===== config.mk =====
export PLATFORM = sky130hd
export DESIGN_NAME = smvm_issue_ctrl
export DESIGN_NICKNAME = d
export VERILOG_FILES = /design/src/rtl/smvm_issue_ctrl.sv
export SDC_FILE = /design/constraint.sdc
export NUM_CORES = 1
export LEC_CHECK = 0
export CAP_MARGIN = 20
export CORE_MARGIN = 1
export CORE_UTILIZATION = 42
export CTS_BUF_LIST = sky130_fd_sc_hd__clkbuf_16
export DETAILED_ROUTE_END_ITERATION = 7
export GPL_TIMING_DRIVEN = 0
export PLACE_DENSITY = 0.74
export SYNTH_ARGS = -nofsm -noshare
export SYNTH_HDL_FRONTEND = slang
export SYNTH_SLANG_ARGS = --single-unit
export TNS_END_PERCENT = 1

===== constraint.sdc =====
create_clock -name clk -period 4.1 [get_ports clk]
set_clock_uncertainty 0.2 [all_clocks]
set_input_delay 0.615 -clock clk [delete_from_list [all_inputs] [get_ports clk]]
set_output_delay 0.615 -clock clk [all_outputs]
set_load 0.005 [all_outputs]

===== src/rtl/smvm_issue_ctrl.sv =====
// SMVM front-end: parses header/vector/triplet byte stream, writes the vector RAM and
// issues K-lane triplet bundles downstream over a valid/ready handshake.
module smvm_issue_ctrl #(
  parameter int unsigned K        = 4,
  parameter int unsigned MAX_COLS = 128,
  localparam int unsigned AW      = $clog2(MAX_COLS)
) (
  input  logic           clk,
  input  logic           rst_n,
  input  logic [7:0]     data_in_i,
  input  logic           in_valid_i,
  input  logic           in_last_i,
  output logic           in_ready_o,
  output logic           vec_we_o,
  output logic [AW-1:0]  vec_addr_o,
  output logic [7:0]     vec_wdata_o,
  output logic           issue_valid_o,
  input  logic           issue_ready_i,
  output logic [8*K-1:0] issue_val_o,
  output logic [8*K-1:0] issue_col_o,
  output logic [K-1:0]   issue_ipv_o,
  output logic [K-1:0]   issue_mask_o,
  output logic [7:0]     rows_out_o,
  output logic [7:0]     cols_out_o,
  output logic           busy_o,
  output logic           done_o,
  output logic           err_col_o,
  output logic           err_rows_o,
  output logic           err_fmt_o
);

  localparam int unsigned LW = $clog2(K);

  typedef enum logic [2:0] {StIdle, StCols, StVec, StVal, StIdx, StIpv, StDrain} state_e;

  state_e           state_q, state_d;
  logic [7:0]       rows_q, rows_d, cols_q, cols_d, vec_cnt_q, vec_cnt_d;
  logic [LW-1:0]    lane_q, lane_d;
  logic [7:0]       g_val_q [K];
  logic [7:0]       g_val_d [K];
  logic [7:0]       g_col_q [K];
  logic [7:0]       g_col_d [K];
  logic [K-1:0]     g_ipv_q, g_ipv_d;
  logic [8*K-1:0]   iss_val_q, iss_val_d, iss_col_q, iss_col_d;
  logic [K-1:0]     iss_ipv_q, iss_ipv_d, iss_mask_q, iss_mask_d;
  logic             iss_valid_q, iss_valid_d;
  logic [8:0]       row_cnt_q, row_cnt_d;
  logic [9:0]       row_sum;
  logic             err_col_q, err_col_d, err_rows_q, err_rows_d, err_fmt_q, err_fmt_d;
  logic             done_q, done_d;
  logic             rdy_en_q;
  logic             accept, iss_fire, trig;

  assign trig     = (state_q == StIpv) && ((lane_q == LW'(K - 1)) || in_last_i);
  assign iss_fire = iss_valid_q && issue_ready_i;
  // Hold off an issuing ipv byte only while the issue register cannot drain this cycle.
  assign in_ready_o = rdy_en_q && (state_q != StDrain) &&
                      !(trig && iss_valid_q && !issue_ready_i);
  assign accept   = in_valid_i && in_ready_o;

  assign vec_we_o      = accept && (state_q == StVec) && (32'(vec_cnt_q) < MAX_COLS);
  assign vec_addr_o    = vec_cnt_q[AW-1:0];
  assign vec_wdata_o   = data_in_i;
  assign issue_valid_o = iss_valid_q;
  assign issue_val_o   = iss_val_q;
  assign issue_col_o   = iss_col_q;
  assign issue_ipv_o   = iss_ipv_q;
  assign issue_mask_o  = iss_mask_q;
  assign rows_out_o    = rows_q;
  assign cols_out_o    = cols_q;
  assign busy_o        = (state_q != StIdle);
  assign done_o        = done_q;
  assign err_col_o     = err_col_q;
  assign err_rows_o    = err_rows_q;
  assign err_fmt_o     = err_fmt_q;

  always_comb begin
    state_d     = state_q;
    rows_d      = rows_q;
    cols_d      = cols_q;
    vec_cnt_d   = vec_cnt_q;
    lane_d      = lane_q;
    g_val_d     = g_val_q;
    g_col_d     = g_col_q;
    g_ipv_d     = g_ipv_q;
    iss_val_d   = iss_val_q;
    iss_col_d   = iss_col_q;
    iss_ipv_d   = iss_ipv_q;
    iss_mask_d  = iss_mask_q;
    iss_valid_d = iss_valid_q;
    row_cnt_d   = row_cnt_q;
    err_col_d   = err_col_q;
    err_rows_d  = err_rows_q;
    err_fmt_d   = err_fmt_q;
    done_d      = 1'b0;

    row_sum = {1'b0, row_cnt_q};
    for (int i = 0; i < K; i++) begin
      row_sum = row_sum + 10'(iss_ipv_q[i] & iss_mask_q[i]);
    end

    if (iss_fire) begin
      iss_valid_d = 1'b0;
      row_cnt_d   = row_sum[9] ? 9'h1FF : row_sum[8:0];
      if (state_q == StDrain) begin
        state_d = StIdle;
        done_d  = 1'b1;
        if (row_cnt_d != {1'b0, rows_q}) err_rows_d = 1'b1;
      end
    end

    if (accept) begin
      unique case (state_q)
        StIdle: begin
          rows_d     = data_in_i;
          row_cnt_d  = '0;
          err_col_d  = 1'b0;
          err_rows_d = 1'b0;
          err_fmt_d  = 1'b0;
          state_d    = StCols;
        end
        StCols: begin
          cols_d    = data_in_i;
          vec_cnt_d = '0;
          lane_d    = '0;
          if (32'(data_in_i) > MAX_COLS) err_fmt_d = 1'b1;
          state_d = (data_in_i == 8'd0) ? StVal : StVec;
        end
        StVec: begin
          if (vec_cnt_q == cols_q - 8'd1) begin
            vec_cnt_d = '0;
            state_d   = StVal;
          end else begin
            vec_cnt_d = vec_cnt_q + 8'd1;
          end
        end
        StVal: begin
          g_val_d[lane_q] = data_in_i;
          state_d         = StIdx;
        end
        StIdx: begin
          g_col_d[lane_q] = data_in_i;
          if (data_in_i >= cols_q) begin
            err_col_d       = 1'b1;
            g_val_d[lane_q] = 8'd0;
          end
          state_d = StIpv;
        end
        StIpv: begin
          g_ipv_d[lane_q] = data_in_i[0];
          if (trig) begin
            for (int i = 0; i < K; i++) begin
              if (LW'(i) <= lane_q) begin
                iss_val_d[8*i +: 8] = g_val_q[i];
                iss_col_d[8*i +: 8] = g_col_q[i];
                iss_ipv_d[i]        = (LW'(i) == lane_q) ? data_in_i[0] : g_ipv_q[i];
                iss_mask_d[i]       = 1'b1;
              end else begin
                iss_val_d[8*i +: 8] = 8'd0;
                iss_col_d[8*i +: 8] = 8'd0;
                iss_ipv_d[i]        = 1'b0;
                iss_mask_d[i]       = 1'b0;
              end
            end
            iss_valid_d = 1'b1;
            lane_d      = '0;
            state_d     = in_last_i ? StDrain : StVal;
          end else begin
            lane_d  = lane_q + LW'(1);
            state_d = StVal;
          end
        end
        default: ;
      endcase
      // A stray frame marker is flagged but does not alter parsing.
      if (in_last_i && (state_q != StIpv)) err_fmt_d = 1'b1;
    end
  end

  always_ff @(posedge clk or negedge rst_n) begin
    if (!rst_n) begin
      state_q     <= StIdle;
      rows_q      <= '0;
      cols_q      <= '0;
      vec_cnt_q   <= '0;
      lane_q      <= '0;
      for (int i = 0; i < K; i++) begin
        g_val_q[i] <= '0;
        g_col_q[i] <= '0;
      end
      g_ipv_q     <= '0;
      iss_val_q   <= '0;
      iss_col_q   <= '0;
      iss_ipv_q   <= '0;
      iss_mask_q  <= '0;
      iss_valid_q <= 1'b0;
      row_cnt_q   <= '0;
      err_col_q   <= 1'b0;
      err_rows_q  <= 1'b0;
      err_fmt_q   <= 1'b0;
      done_q      <= 1'b0;
      rdy_en_q    <= 1'b0;
    end else begin
      state_q     <= state_d;
      rows_q      <= rows_d;
      cols_q      <= cols_d;
      vec_cnt_q   <= vec_cnt_d;
      lane_q      <= lane_d;
      g_val_q     <= g_val_d;
      g_col_q     <= g_col_d;
      g_ipv_q     <= g_ipv_d;
      iss_val_q   <= iss_val_d;
      iss_col_q   <= iss_col_d;
      iss_ipv_q   <= iss_ipv_d;
      iss_mask_q  <= iss_mask_d;
      iss_valid_q <= iss_valid_d;
      row_cnt_q   <= row_cnt_d;
      err_col_q   <= err_col_d;
      err_rows_q  <= err_rows_d;
      err_fmt_q   <= err_fmt_d;
      done_q      <= done_d;
      rdy_en_q    <= 1'b1;
    end
  end

endmodule


==> results of run 1 <==
-- what timing repair did --
action	CTS	global route
buffers inserted	0	0
hold buffers	1	0
resized for setup	0	0
endpoints found under the hold margin	68	0
-- registers in the layout, indices dropped and copies added, names as in the netlist, 8 cells and up --
register,flops
rows_out_o,8
g_col_q,32
row_cnt_q,9
issue_col_o,32
issue_val_o,32
cols_out_o,8
vec_cnt_q,8
g_val_q,32
-- cell usage in the layout, fill, tap and decap left out, types with 18 or more instances in the layout --
cell / count
dfrtp_1: 183
nand2b_1: 23
nand3_1: 18
o21ai_0: 57
nor2_1: 21
clkdlybuf4s50_1: 121
clkbuf_1: 24
a21oi_1: 19
mux2_2: 70
nand2_1: 121
a22o_1: 18
inv_1: 23
-- worst min-delay path by stage --
stage / startpoint / cells past startpoint / slack, ps / endpoint
final: issue_col_o[16] / 2 / 280 / issue_col_o[16]
after global routing: err_fmt_o / 1 / 300 / err_fmt_o
after CTS: g_ipv_q[2] / 2 / 280 / g_ipv_q[2]
after detailed placement: g_ipv_q[2] / 2 / 270 / g_ipv_q[2]
after global placement: g_ipv_q[0] / 2 / 260 / g_ipv_q[0]
after floorplan: rst_n / 0 / 120 / cols_out_o[0]
-- through the flow --
stage          power, mW  util [%]  cells  hold slack, ps  area [µm²]
2_1_floorplan       2.72         -    762             119        8350
3_3_place_gp        3.16      50.9   1149             260        9900
3_5_place_dp        3.20      51.0   1150             269        9930
4_1_cts             4.76      53.9   1183             284       10500
5_1_grt             4.96      53.9   1183             297       10500
6_report            4.71      53.9   1183             280       10500
-- final cells by class --
type                            instances  area, µm²
Fill cell                            1706       8970
Sequential cell                       183       4580
Multi-Input combinational cell        509       3420
Timing Repair Buffer                  124       1260
Clock buffer                           17        425
Tap cell                              265        332
Buffer                                 47        258
Clock inverter                         15        121
Inverter                               23       86.3
-- power groups by stage --
| stage | logic, mW | registers (mW) | clock network [mW] |
|---|---|---|---|
| 3_5_place_dp | 0.999 | 2.20 | 0 |
| 2_1_floorplan | 0.574 | 2.15 | 0 |
| 4_1_cts | 1.01 | 2.17 | 1.58 |
| 5_1_grt | 1.12 | 2.19 | 1.66 |
| 6_report | 1.00 | 2.16 | 1.55 |
| 3_3_place_gp | 0.970 | 2.19 | 0 |
-- worst register-to-register path, delay by kind of cell (launching register included) --
| family | cells | cell delay (ps) |
|---|---|---|
| AOI/OAI and AO/OA | 3 | 660 |
| muxes | 1 | 130 |
| adders and majority gates | 3 | 1500 |
| DFF | 1 | 440 |
| and+or+nand+nor | 3 | 760 |
-- cell families after synthesis --
| family | synth area share [%] |
|---|---|
| AO/OA/AOI/OAI | 12.0 |
| XOR/XNOR | 1.36 |
| adder cells (fa/ha/maj) | 2.97 |
| buffers and inverters | 4.12 |
| flip-flops | 54.9 |
| multiplexers | 11.0 |
| other | 0.0449 |
| AND/OR/NAND/NOR | 13.6 |
-- routing by layer --
layer	vias up	part of all wire, %	global-route usage [%]
met3	34	5.3	4.46
met4	0	2.3	8.43
met5	-	0	0
met2	180	47	32.8
met1	3097	46	29.2
li1	2954	-	-
==> metrics.txt, run 1 <==
fin crit share=92.7%; WP depth=10; HPWL after DPL=between 10 and 15 mm; Crit Path Class=register to register; Netlist Area Pre-Place=around 8300 µm²; final worst slack=between 300 and 400 ps; crit end category=register; critical path, cell by cell=nand2_1 -> fa_1 -> fa_1 -> fa_1 -> a22oi_1 -> mux2i_1 -> a211oi_2 -> nand4_1 -> or4_1 -> o221a_1; insertion delay of the later-clocked pin in the worst-skew pair=430 ps; Worst Hold Class=register to register; Syn. warnings=0; critical path launch point=issue_mask_o[0]; post-route ant nets=0; cell mode on critical path=fa_1; Pre-Repair DR Iteration Count=5; GRT overflow=0; MaxCap Viol Count=0; routed via count=about 6300; Starting Density=about 43%; CP top delay family=adder cells; Die Ht=143 µm; Final min period=about 3800 ps; synth-to-layout area growth=25.7%; Die ar.=20400 µm²; Cells after Synth=between 700 and 800; outcome=complete, no violations; clk buf depth=2; crit path to=err_rows_o; logic gate share of total power=about a fifth; routed vias/inst=5.30; EDFF count, synth=0; fraction of layout cells with a size suffix above 1=14.5%; post-route DRC violation count=0; Area contributors post-synth=dfrtp_1 (55%), mux2_2 (9.4%), nand2_1 (5.4%); Final nets=936; Worst R2R Setup Slack=300 ps; dpl ws=46.7 ps; FF+latch count, synth=183; CP arrival=slightly below 4000 ps; Crit path buffers/inverters=0; Int Power=~3.3 mW; Worst slew margin=between 30% and 40%; drt total wl=20.5 mm; fmax=263 MHz; Worst R2R Start=issue_mask_o[0]; critical path's largest stage delay=~550 ps; Final Hold Fails=0; All-Layer GR Usage=a little over a fifth; maximum vdd ir drop=0.303 mV; routability cong.=0.866; worst r2r path cells=10; vias in the first global route=5954; most common cell in the netlist=dfrtp_1; Critical Path Source Type=register; clock-pin slew on the worst setup and hold paths=70 ps; die span in x=between 100 and 150 µm; critical path fanouts, max=3; Syn Nets=793; switching power=1.39 mW; ys flop type=dfrtp_1; CTS tree=done; Least-Margin Pin Slew=945 ps; final setup fails=0; share of power burned in registers=45.9%; Iter 0 DRT Violations=493; top cell type's share of synthesized area=54.9%; largest net degree at the start of global routing=116; CTS buffer count=17; Core ar.=19500 µm²; Slowest cell on crit path=or4_1; clock share of power=32.9%; Sink Count=183; FFs w/ async S/R, synth=100%; initial antenna violation count=1; Worst R2R End=err_rows_o; leakage power=4.72 nW; Switching Fraction=29.5%; top cells by count, synth=dfrtp_1 (183), nand2_1 (121), mux2_2 (70); setup TNS=0 ps; PortBufs=122; Antenna diodes=0; io pins=124; worst endpoint required time=4220 ps; PwrDens=450 nW/µm²; cell taking the most area after synthesis=dfrtp_1; post-synthesis sequential area ratio=54.9%; max-slew violation count=0; unique cell type count in the Yosys netlist=60; H-tree depth=4; Rows=51; RSZ-0062 raised after global routing=false; mean post-synth cell area=~11 µm²; wire per inst=17.3 µm; first-pass GRT wire length=~33 mm; CTS root buf=clkbuf_16
No activity file was read; power rests on OpenSTA's default activity.
==> inputs of run 2 (changes only) <==
CAP_MARGIN = 10   (was 20)
==> results of run 2 <==
The final DEF is identical to that of run 1; final timing and power are the same.
